## src/rtl/pulse_period_meter.sv

```systemverilog
// pulse_period_meter: qualifies zero-crossing pulses and measures clk cycles per
// revolution, publishing each period on a valid/ready interface with stall/overrun flags.
module pulse_period_meter #(
    parameter int unsigned CNT_WIDTH     = 24,
    parameter int unsigned HOLDOFF       = 16,
    parameter int unsigned EDGES_PER_REV = 2
) (
    input  logic                 clk,
    input  logic                 rst_n,
    input  logic                 pulse,
    output logic [CNT_WIDTH-1:0] period,
    output logic                 period_valid,
    input  logic                 period_ready,
    output logic                 stalled,
    output logic                 overrun
);
    localparam int unsigned HW = $clog2(HOLDOFF + 1);
    localparam int unsigned EW = (EDGES_PER_REV > 1) ? $clog2(EDGES_PER_REV) : 1;
    localparam logic [CNT_WIDTH-1:0] CNT_MAX   = '1;
    localparam logic [CNT_WIDTH-1:0] CNT_ONE   = CNT_WIDTH'(1);
    localparam logic [HW-1:0]        HOLD_LOAD = HW'(HOLDOFF);
    localparam logic [EW-1:0]        LAST_EDGE = EW'(EDGES_PER_REV - 1);

    typedef enum logic [1:0] {IDLE, MEASURE, STALLED} state_t;

    state_t               state, state_n;
    logic [CNT_WIDTH-1:0] cnt, cnt_n;
    logic [EW-1:0]        edge_cnt, edge_cnt_n;
    logic [HW-1:0]        holdoff_cnt, holdoff_n;
    logic [CNT_WIDTH-1:0] period_n;
    logic                 valid_n, stalled_n, overrun_n;
    logic                 pulse_q;
    logic                 raw_edge, accepted;

    // pulse_q resets high so a pulse held through reset release is not an edge
    assign raw_edge = pulse & ~pulse_q;
    assign accepted = raw_edge & (holdoff_cnt == '0);

    always_ff @(posedge clk) begin
        if (!rst_n) begin
            state        <= IDLE;
            cnt          <= '0;
            edge_cnt     <= '0;
            holdoff_cnt  <= '0;
            period       <= '0;
            period_valid <= 1'b0;
            stalled      <= 1'b0;
            overrun      <= 1'b0;
            pulse_q      <= 1'b1;
        end else begin
            state        <= state_n;
            cnt          <= cnt_n;
            edge_cnt     <= edge_cnt_n;
            holdoff_cnt  <= holdoff_n;
            period       <= period_n;
            period_valid <= valid_n;
            stalled      <= stalled_n;
            overrun      <= overrun_n;
            pulse_q      <= pulse;
        end
    end

    always_comb begin
        state_n    = state;
        cnt_n      = cnt;
        edge_cnt_n = edge_cnt;
        holdoff_n  = holdoff_cnt;
        period_n   = period;
        valid_n    = period_valid;
        stalled_n  = stalled;
        overrun_n  = overrun;

        if (accepted) begin
            holdoff_n = HOLD_LOAD;
        end else if (holdoff_cnt != '0) begin
            holdoff_n = holdoff_cnt - HW'(1);
        end

        // a publish in the same cycle as a transfer overrides the valid drop below
        if (period_valid && period_ready) begin
            valid_n = 1'b0;
        end

        unique case (state)
            IDLE: begin
                cnt_n = '0;
                if (accepted) begin
                    state_n    = MEASURE;
                    cnt_n      = CNT_ONE;
                    edge_cnt_n = '0;
                end
            end
            MEASURE: begin
                if (accepted) begin
                    if (edge_cnt == LAST_EDGE) begin
                        period_n   = cnt;
                        valid_n    = 1'b1;
                        overrun_n  = overrun | (period_valid & ~period_ready);
                        cnt_n      = CNT_ONE;
                        edge_cnt_n = '0;
                    end else begin
                        edge_cnt_n = edge_cnt + EW'(1);
                        // saturate so an intermediate edge at full scale cannot wrap
                        cnt_n      = (cnt == CNT_MAX) ? cnt : cnt + CNT_ONE;
                    end
                end else if (cnt == CNT_MAX) begin
                    state_n   = STALLED;
                    stalled_n = 1'b1;
                end else begin
                    cnt_n = cnt + CNT_ONE;
                end
            end
            STALLED: begin
                if (accepted) begin
                    state_n    = MEASURE;
                    cnt_n      = CNT_ONE;
                    edge_cnt_n = '0;
                    stalled_n  = 1'b0;
                end
            end
            default: begin
                state_n = IDLE;
            end
        endcase
    end

endmodule
```

## config.mk

```make
export PLATFORM = sky130hd
export DESIGN_NAME = pulse_period_meter
export DESIGN_NICKNAME = d
export VERILOG_FILES = /design/src/rtl/pulse_period_meter.sv
export SDC_FILE = /design/constraint.sdc
export NUM_CORES = 1
export LEC_CHECK = 0
export CAP_MARGIN = 20
export CORE_MARGIN = 2
export CORE_UTILIZATION = 25
export CTS_BUF_LIST = sky130_fd_sc_hd__clkbuf_8
export DETAILED_ROUTE_END_ITERATION = 7
export PLACE_DENSITY = 0.54
export SYNTH_ARGS = -nofsm -noshare
export SYNTH_HDL_FRONTEND = slang
export SYNTH_SLANG_ARGS = --single-unit
```

## constraint.sdc

```tcl
create_clock -name clk -period 2.77 [get_ports clk]
set_clock_uncertainty 0.05 [all_clocks]
set_input_delay 0.831 -clock clk [delete_from_list [all_inputs] [get_ports clk]]
set_output_delay 0.831 -clock clk [all_outputs]
set_load 0.005 [all_outputs]
```

# Word level (Yosys, flattened, before mapping)

Cells that the tools add are included.

Reduce and logical (&&, ||, !) cells: 15
Equal/unequal tests: 8
Bitwise operators: 7
Mux-type cells: 23
Add/sub/neg operators: 3

Operator list:

| operator                | number |
|---|---|
| $mux W24                | 4 |
| $pmux W24 S3            | 1 |
| $add A24 B1 Y24 const B | 1 |
| $eq A24 B24 Y1 const B  | 1 |
| $mux W1                 | 10 |
| $mux W5                 | 2 |
| $reduce_and A3 Y1       | 3 |
| $ne A2 B2 Y1 const B    | 4 |
| $mux W2                 | 3 |
| $reduce_bool A2 Y1      | 3 |
| $logic_not A5 Y1        | 1 |
| $reduce_bool A5 Y1      | 1 |
| $sub A5 B1 Y5 const B   | 1 |
| $pmux W1 S2             | 2 |
| $pmux W2 S2             | 1 |
| $reduce_and A4 Y1       | 1 |
| $reduce_or A2 Y1        | 2 |
| $and A1 B1 Y1           | 3 |
| $not A1 Y1              | 3 |
| $reduce_bool A3 Y1      | 1 |
| $eq A2 B1 Y1 const B    | 1 |
| $eq A2 B2 Y1 const B    | 1 |
| $logic_not A2 Y1        | 1 |
| $ne A2 B1 Y1 const B    | 1 |
| 4 further kinds         | 4 |

Logic and storage cells: 66
Flip-flop bits (word level): 60
Bits of input ports: 4

# Longest topological paths before layout

Gate-level depths: netlist of the first run.

Word-level depth: 5
Mapped depth: 10
Depth with buffers taken out: 7

# Worst setup path after synthesis of the first run

Ideal clock, no wire load.

Kind: in2reg
Start: input port pulse
End: register cnt[6]
Buffers on the path: 2
Setup slack: 0.523 ns
Cell stages on the path: 7
Arrival time: 2.136 ns
Data required time: 2.659 ns
Library setup time: 0.061 ns
Path through: nor3b_1 a21o_1 buf_2 a21o_1 buf_2 or4_1 nand2_1

Longest elaborated chain between the ends: 4
Elaborated cells between the ends (all ways): 6
Classes of those cells: 1 x eq/ne; 2 x mux; 2 x bitwise; 1 x reduce/logical

RTL lines:

| element                                           | RTL line | source |
|---|---|---|
| start: declaration                                | 10       | `input logic pulse,` |
| $and A1 B1 Y1 (*)                                 | 36       | `assign raw_edge = pulse & ~pulse_q;` |
| $and A1 B1 Y1 (*)                                 | 37       | `assign accepted = raw_edge & (holdoff_cnt == '0);` |
| $mux W24 or $ne A2 B2 Y1 (tied branches)          | n/a      |  |
| $pmux W24 S3 or $reduce_and A2 Y1 (tied branches) | n/a      |  |
| end signal: assignment                            | 52       | `cnt <= cnt_n;` |
| end: declaration                                  | 27       | `logic [CNT_WIDTH-1:0] cnt, cnt_n;` |

Every way passes the cells marked *; elsewhere a longest branch is shown, timed or not.
A chain may end at the register's enable or synchronous reset.

# Worst setup path in the final report of the first run

Start: input port pulse
End: register cnt[11]

Same word-level chain as after synthesis.

==> results.json, run 1 <==
{
  "min-delay-start": "period[15]",
  "first_global_vias": 2605,
  "synth-seq-area-share_pct": 39.8,
  "postSynth.asyncResetShare_pct": 0,
  "antenna_found_initial": 0,
  "synth_xor_xnor_area_share_pct": 2.03,
  "rr_startpoint": "holdoff_cnt[0]",
  "dominant_combinational_cell_family_by_area_after_synthesis": "simple AND/OR/NAND/NOR gates",
  "yosys.cell_types.count": 54,
  "boundaryPins": 31,
  "hold_viol_final": 0,
  "synth_simple_gate_area_share_pct": 29.4,
  "antenna_cells_inserted": 0,
  "cts_root_buf": "sky130_fd_sc_hd__clkbuf_8",
  "synthesis.instances": 349,
  "dr.pass1.iters": 4,
  "setup_viol": 0,
  "path_clk_slew_ps": 70,
  "pwr_density_cell_nw_per_um2": 540,
  "layout_overhead_on_the_synthesized_area_pct": 25.0,
  "cap_viol_max_count": 0,
  "synthesis.area_per_instance_um2": 8.65,
  "highest_attainable_clock_frequency_ghz": 0.384,
  "setup_repair_after_global_routing_missed_its_margin": "false",
  "route.final.wire_length_um": 7520,
  "drt-initial-drc-count": 175,
  "floorplan.die.width_um": 114,
  "worst-setup-path-type": "primary input to register",
  "postSynth.topFlopCell": "sky130_fd_sc_hd__dfxtp_1",
  "min_path_type": "register to register",
  "cts_post_setup_buffers_inserted": 0,
  "total_switching_power_mw": 0.564,
  "muxShareOfSynthArea_pct": 1.33,
  "grtUsageTotal_pct": 12.5,
  "maximum_number_of_pins_on_one_net_before_global_route_repair": 22,
  "max-clock-path-buffers": 2,
  "p_int_mw": 1.47,
  "relSlewSlack_pct": 62.8,
  "finalSetupTns_ps": 0,
  "crit_arrival_ps": 2840,
  "cts_htree_levels": 3,
  "numClockSinks": 60,
  "seq_power_share_pct": 45.7,
  "grt-ovfl-total": 0,
  "synth-edff-count": 0,
  "synth_area_um2": 3020,
  "area_of_the_core_um2": 11900,
  "final_max_slew_viol_count": 0,
  "netSwitchingFraction_pct": 27.7,
  "min_period_ps": 2600,
  "average_routed_wire_per_standard_cell_um": 13.7,
  "crit_start": "pulse",
  "dp_hpwl_um": 5380,
  "fin_hold_ws_ps": 409,
  "end_kind": "register",
  "tritoncts": "done",
  "finalInstanceArea_um2": 3770,
  "clockPowerShare_pct": 40.5,
  "pwr-share-comb_pct": 13.8,
  "placementRows": 40,
  "critPathMaxFanout": 21,
  "routed-via-count": 2697,
  "postSynthNetCount": 360,
  "place_area_um2": 3570,
  "total_leakage_power_nw": 1.20,
  "startpoint_type": "primary input",
  "gpl.final_weighted_congestion": 0.835,
  "critical_path_required_ps": 3000,
  "initial_cell_density_of_the_core_pct": 25.3,
  "die_height_um": 114,
  "peakVddDrop_uv": 189,
  "tightestPinTransition_ps": 558,
  "design.final.nets": 406,
  "grt_first_pass_wirelength_um": 12800,
  "count_of_unresolved_drc_violations_after_routing": 0,
  "worstSkewPairLatency_ps": 360,
  "period_share_pct": 93.9,
  "port_bufs": 30,
  "run_status": "completed",
  "synth-adder-area-share_pct": 2.90,
  "ys_warn_count": 0,
  "synth_compound_gate_area_share_pct": 19.1,
  "yosys_register_bits": 60,
  "layout-drive-gt1-share_pct": 22.0,
  "viasPerCell": 4.93,
  "detail_route_antenna_nets": 0,
  "die_area_um2": 13000,
  "cts.hold.buffers_added": 0,
  "numCtsBuffers": 9
}
-- layout by cell type (no fill, tap or decap), types with 4 or more instances in the layout --
master                            synthesis  routed
sky130_fd_sc_hd__nor4_1                   7       7
sky130_fd_sc_hd__nand4_1                 11      11
sky130_fd_sc_hd__clkdlybuf4s50_1          0      30
sky130_fd_sc_hd__nor2_1                  17      17
sky130_fd_sc_hd__xnor2_1                  4       4
sky130_fd_sc_hd__o21ai_0                 12      12
sky130_fd_sc_hd__nand2_1                 53      53
sky130_fd_sc_hd__nand2_2                 20      20
sky130_fd_sc_hd__buf_4                    3      22
sky130_fd_sc_hd__nor3_1                   9       9
sky130_fd_sc_hd__or4_1                    6       6
sky130_fd_sc_hd__mux2i_1                  4       4
sky130_fd_sc_hd__nand3_1                 10      10
sky130_fd_sc_hd__clkbuf_8                 0      11
sky130_fd_sc_hd__inv_1                    6       7
sky130_fd_sc_hd__ha_1                     7       7
sky130_fd_sc_hd__a21oi_2                 20      21
sky130_fd_sc_hd__a21oi_1                 24      23
sky130_fd_sc_hd__and4_1                   4       4
sky130_fd_sc_hd__dfxtp_1                 60      60
sky130_fd_sc_hd__nand2b_1                 6       6
sky130_fd_sc_hd__or3_1                    7       7
-- power groups by stage --
stage                     Sequential, mW  Combinational, mW  Clock [mW]
after floorplan                    0.944              0.232           0
after global placement             0.949              0.277           0
after detailed placement           0.951              0.280           0
after CTS                          0.931              0.283       0.843
after global routing               0.936              0.318       0.885
final                              0.932              0.280       0.825
-- synth_stat cells, types with 4 or more instances --
| cell type | n | area share [%] |
|---|---|---|
| sky130_fd_sc_hd__a21oi_1 | 24 | 4.0 |
| sky130_fd_sc_hd__a21oi_2 | 20 | 5.8 |
| sky130_fd_sc_hd__and4_1 | 4 | 1.2 |
| sky130_fd_sc_hd__buf_2 | 5 | 0.83 |
| sky130_fd_sc_hd__clkbuf_1 | 7 | 0.87 |
| sky130_fd_sc_hd__dfxtp_1 | 60 | 40 |
| sky130_fd_sc_hd__ha_1 | 7 | 2.9 |
| sky130_fd_sc_hd__inv_1 | 6 | 0.75 |
| sky130_fd_sc_hd__mux2i_1 | 4 | 1.3 |
| sky130_fd_sc_hd__nand2_1 | 53 | 6.6 |
| sky130_fd_sc_hd__nand2_2 | 20 | 4.1 |
| sky130_fd_sc_hd__nand2b_1 | 6 | 1.2 |
| sky130_fd_sc_hd__nand3_1 | 10 | 1.7 |
| sky130_fd_sc_hd__nand4_1 | 11 | 2.3 |
| sky130_fd_sc_hd__nor2_1 | 17 | 2.1 |
| sky130_fd_sc_hd__nor3_1 | 9 | 1.5 |
| sky130_fd_sc_hd__nor4_1 | 7 | 1.5 |
| sky130_fd_sc_hd__o21ai_0 | 12 | 2.0 |
| sky130_fd_sc_hd__or3_1 | 7 | 1.5 |
| sky130_fd_sc_hd__or4_1 | 6 | 1.5 |
| sky130_fd_sc_hd__xnor2_1 | 4 | 1.2 |
-- layout make-up --
type                    count  area [µm²]
clock buffers              11         151
clock inverters             5        51.3
fillers                  1266        8140
inverters                   7        26.3
multi-input cells         263        1650
flip-flops and latches     60        1200
well taps                 147         184
repair buffers             54         505
-- what timing repair did --
item                       CTS  global route
setup endpoints to repair    0             3
hold endpoints to repair     0             0
resized for setup            0             1
-- worst max-delay path, cell delays in order --
cell and delay, ps:
sky130_fd_sc_hd__clkdlybuf4s50_1 540, sky130_fd_sc_hd__nor3b_1 280, sky130_fd_sc_hd__a21o_1 310, sky130_fd_sc_hd__o21ai_4 200
sky130_fd_sc_hd__or4_1 500, sky130_fd_sc_hd__a21oi_1 170
-- flip-flops by register name (all words and copies together) (netlist names) --
signal and cells:
period 24, state 2, pulse_q 1, stalled 1, holdoff_cnt 5, cnt 24, overrun 1, period_valid 1
edge_cnt 1
-- routing by layer --
metal | up-vias | GRT usage, % | wire length [µm]
met5 | - | 0 | 0
met2 | 60 | 20.3 | 3630
met1 | 1285 | 14.9 | 3340
li1 | 1340 | - | -
met3 | 12 | 3.29 | 324
met4 | 0 | 7.32 | 229
-- logic make-up after synthesis --
group                    Yosys count
AND/OR/NAND/NOR                  164
AO/OA/AOI/OAI                     81
flip-flops                        60
buffers and inverters             26
XOR/XNOR                           7
adder cells (fa/ha/maj)            7
multiplexers                       4
-- through the flow --
stage / utilization, % / instances / total power, mW / setup WS [ps]
4_1_cts: 31.6 / 547 / 2.06 / 197
6_report: 31.7 / 547 / 2.04 / 168
3_3_place_gp: 29.9 / 531 / 1.23 / -128
5_1_grt: 31.7 / 547 / 2.14 / 85.0
3_5_place_dp: 29.9 / 531 / 1.23 / -150
2_1_floorplan: - / 349 / 1.18 / 523
-- path summary, 6_finish.rpt --
| check | slack, ps | cells after the start | endpoint |
|---|---|---|---|
| min | 410 | 2 | period[15] |
| max | 170 | 6 | cnt[11] |
| max reg2reg | 340 | 7 | cnt[11] |
| min reg2reg | 410 | 2 | period[15] |
(Power assumes the default switching activity.)
==> run 2: changes to the inputs <==
--- a/config.mk
+++ b/config.mk
@@ -11,6 +11,7 @@
 export CTS_BUF_LIST = sky130_fd_sc_hd__clkbuf_8
 export DETAILED_ROUTE_END_ITERATION = 7
 export PLACE_DENSITY = 0.54
+export SLEW_MARGIN = 20
 export SYNTH_ARGS = -nofsm -noshare
 export SYNTH_HDL_FRONTEND = slang
 export SYNTH_SLANG_ARGS = --single-unit
==> results of run 2 <==
The final DEF is identical to that of run 1; final timing and power are the same.
==> edit (flow settings as in run 2) <==
Change the parameter `CNT_WIDTH` from 24 to 36.
--- a/src/rtl/pulse_period_meter.sv
+++ b/src/rtl/pulse_period_meter.sv
@@ -1,7 +1,7 @@
 // pulse_period_meter: qualifies zero-crossing pulses and measures clk cycles per
 // revolution, publishing each period on a valid/ready interface with stall/overrun flags.
 module pulse_period_meter #(
-    parameter int unsigned CNT_WIDTH     = 24,
+    parameter int unsigned CNT_WIDTH     = 36,
     parameter int unsigned HOLDOFF       = 16,
     parameter int unsigned EDGES_PER_REV = 2
 ) (
Interface: changed (resized period); port bits go from 31 to 43. The function was not compared with the original's and may differ.
==> edit against run 2 <==
Clock power up 9.5%. Wire length increased by 52%. Area after synthesis up 34%. Setup slack gained 0.022 ns. Sequential cell count rose by 24. Critical path depth rose by 1. Non-clock buffer count rose by 23. Power grew 23%. Utilization up 0.25 points. Final area increased by 34%. Via count is 45% higher. Critical path type unchanged. Highest routed layer unchanged.
==> edit: results <==
metrics = {
    "synth": {
        "synth_area_leaders": "dfxtp_1, nand2_1, a21oi_1, or4_1, nand3_1",
        "ys_types": 49,
        "synth-seq-area-share_pct": 41.5,
        "synth.top_cells.by_count": "nand2_1, dfxtp_1, a21oi_1",
        "synth_fp_nets": 516,
    },
    "place": {
        "place_ws_ns": -0.150,
        "gp_congestion": 0.881,
        "place_hpwl_um": 8180,
        "numPortBuffers": 42,
    },
    "drt": {
        "wl_per_cell_um": 14.7,
        "dr_total_vias": 3906,
    },
    "power": {
        "power_leakage_nw": 1.54,
        "switching_share_pct": 26.9,
    },
    "critical_path": {
        "crit_arrival_ns": 2.83,
        "r2r_end": "cnt[5]",
        "cp_max_fo": 8,
        "cp_slowest_cell": "or4_1",
    },
    "timing": {
        "worst_hold_slack_ns": 0.407,
        "maxSlewHeadroom_pct": 70.2,
    },
    "cells_and_area": {
        "fillers": 1729,
        "reg.largest.list": "cnt (36), period (36), holdoff_cnt (5)",
        "drive_above_1_share_pct": 9.95,
    },
    "worst_hold_path": {
        "min-delay-start": "period[2]",
        "whs_endpoint": "period[2]",
    },
    "grt": {
        "grt_max_degree": 25,
        "grt_pass1_vias": 3795,
        "grt_pass1_wl_um": 19100,
    },
    "run_status": {
        "status": "completed",
    },
}
-- edit: metal layers --
| metal | global-route usage (%) | vias to the layer above | part of all wire, % |
|---|---|---|---|
| met5 | 0 | - | 0 |
| met4 | 5.25 | 0 | 2.3 |
| met3 | 4.01 | 18 | 5.1 |
| met2 | 20.7 | 80 | 44 |
| met1 | 18.1 | 1850 | 49 |
| li1 | - | 1958 | - |
-- edit: kinds of logic after synthesis --
group           after synthesis  share of synthesized area, %
fa+ha+maj                     7                          2.16
flops                        84                          41.5
simple gates                234                          30.2
compound gates              122                          19.3
xor+xnor                      2                         0.433
buf+inv                      50                          4.94
mux                           6                          1.48
-- edit: worst max-delay path: cells and delay by family --
kind	cells	cell delay, ns
compound gates	2	0.44
buf+inv	2	0.58
simple gates	3	0.99
-- edit: power groups by stage --
stage	clock network (mW)	registers, mW	logic, mW
3_3_place_gp	0	1.30	0.310
2_1_floorplan	0	1.30	0.228
6_report	0.903	1.28	0.318
4_1_cts	0.943	1.28	0.321
3_5_place_dp	0	1.31	0.319
5_1_grt	0.998	1.28	0.362
-- edit: worst max-delay path by stage --
stage                               from      end  slack, ns
after floorplan                    pulse  cnt[30]       0.31
after global placement             pulse  cnt[31]      -0.08
after detailed placement           pulse   cnt[5]      -0.15
after CTS                          pulse   cnt[5]       0.24
after global routing      holdoff_cnt[0]   cnt[5]       0.08
final                              pulse   cnt[5]       0.19
-- edit: area by class of cell --
class,count,share of cell area [%]
Tap cell,216,5.33
Clock buffer,10,2.71
Multi-Input combinational cell,371,43.0
Sequential cell,84,33.2
Inverter,15,1.11
Clock inverter,6,1.26
Timing Repair Buffer,77,13.5
-- edit: through the flow --
step	setup TNS, ns	instances
after floorplan	0	505
after global placement	-0.346	763
after detailed placement	-1.12	763
after CTS	0	779
after global routing	0	779
final	0	779
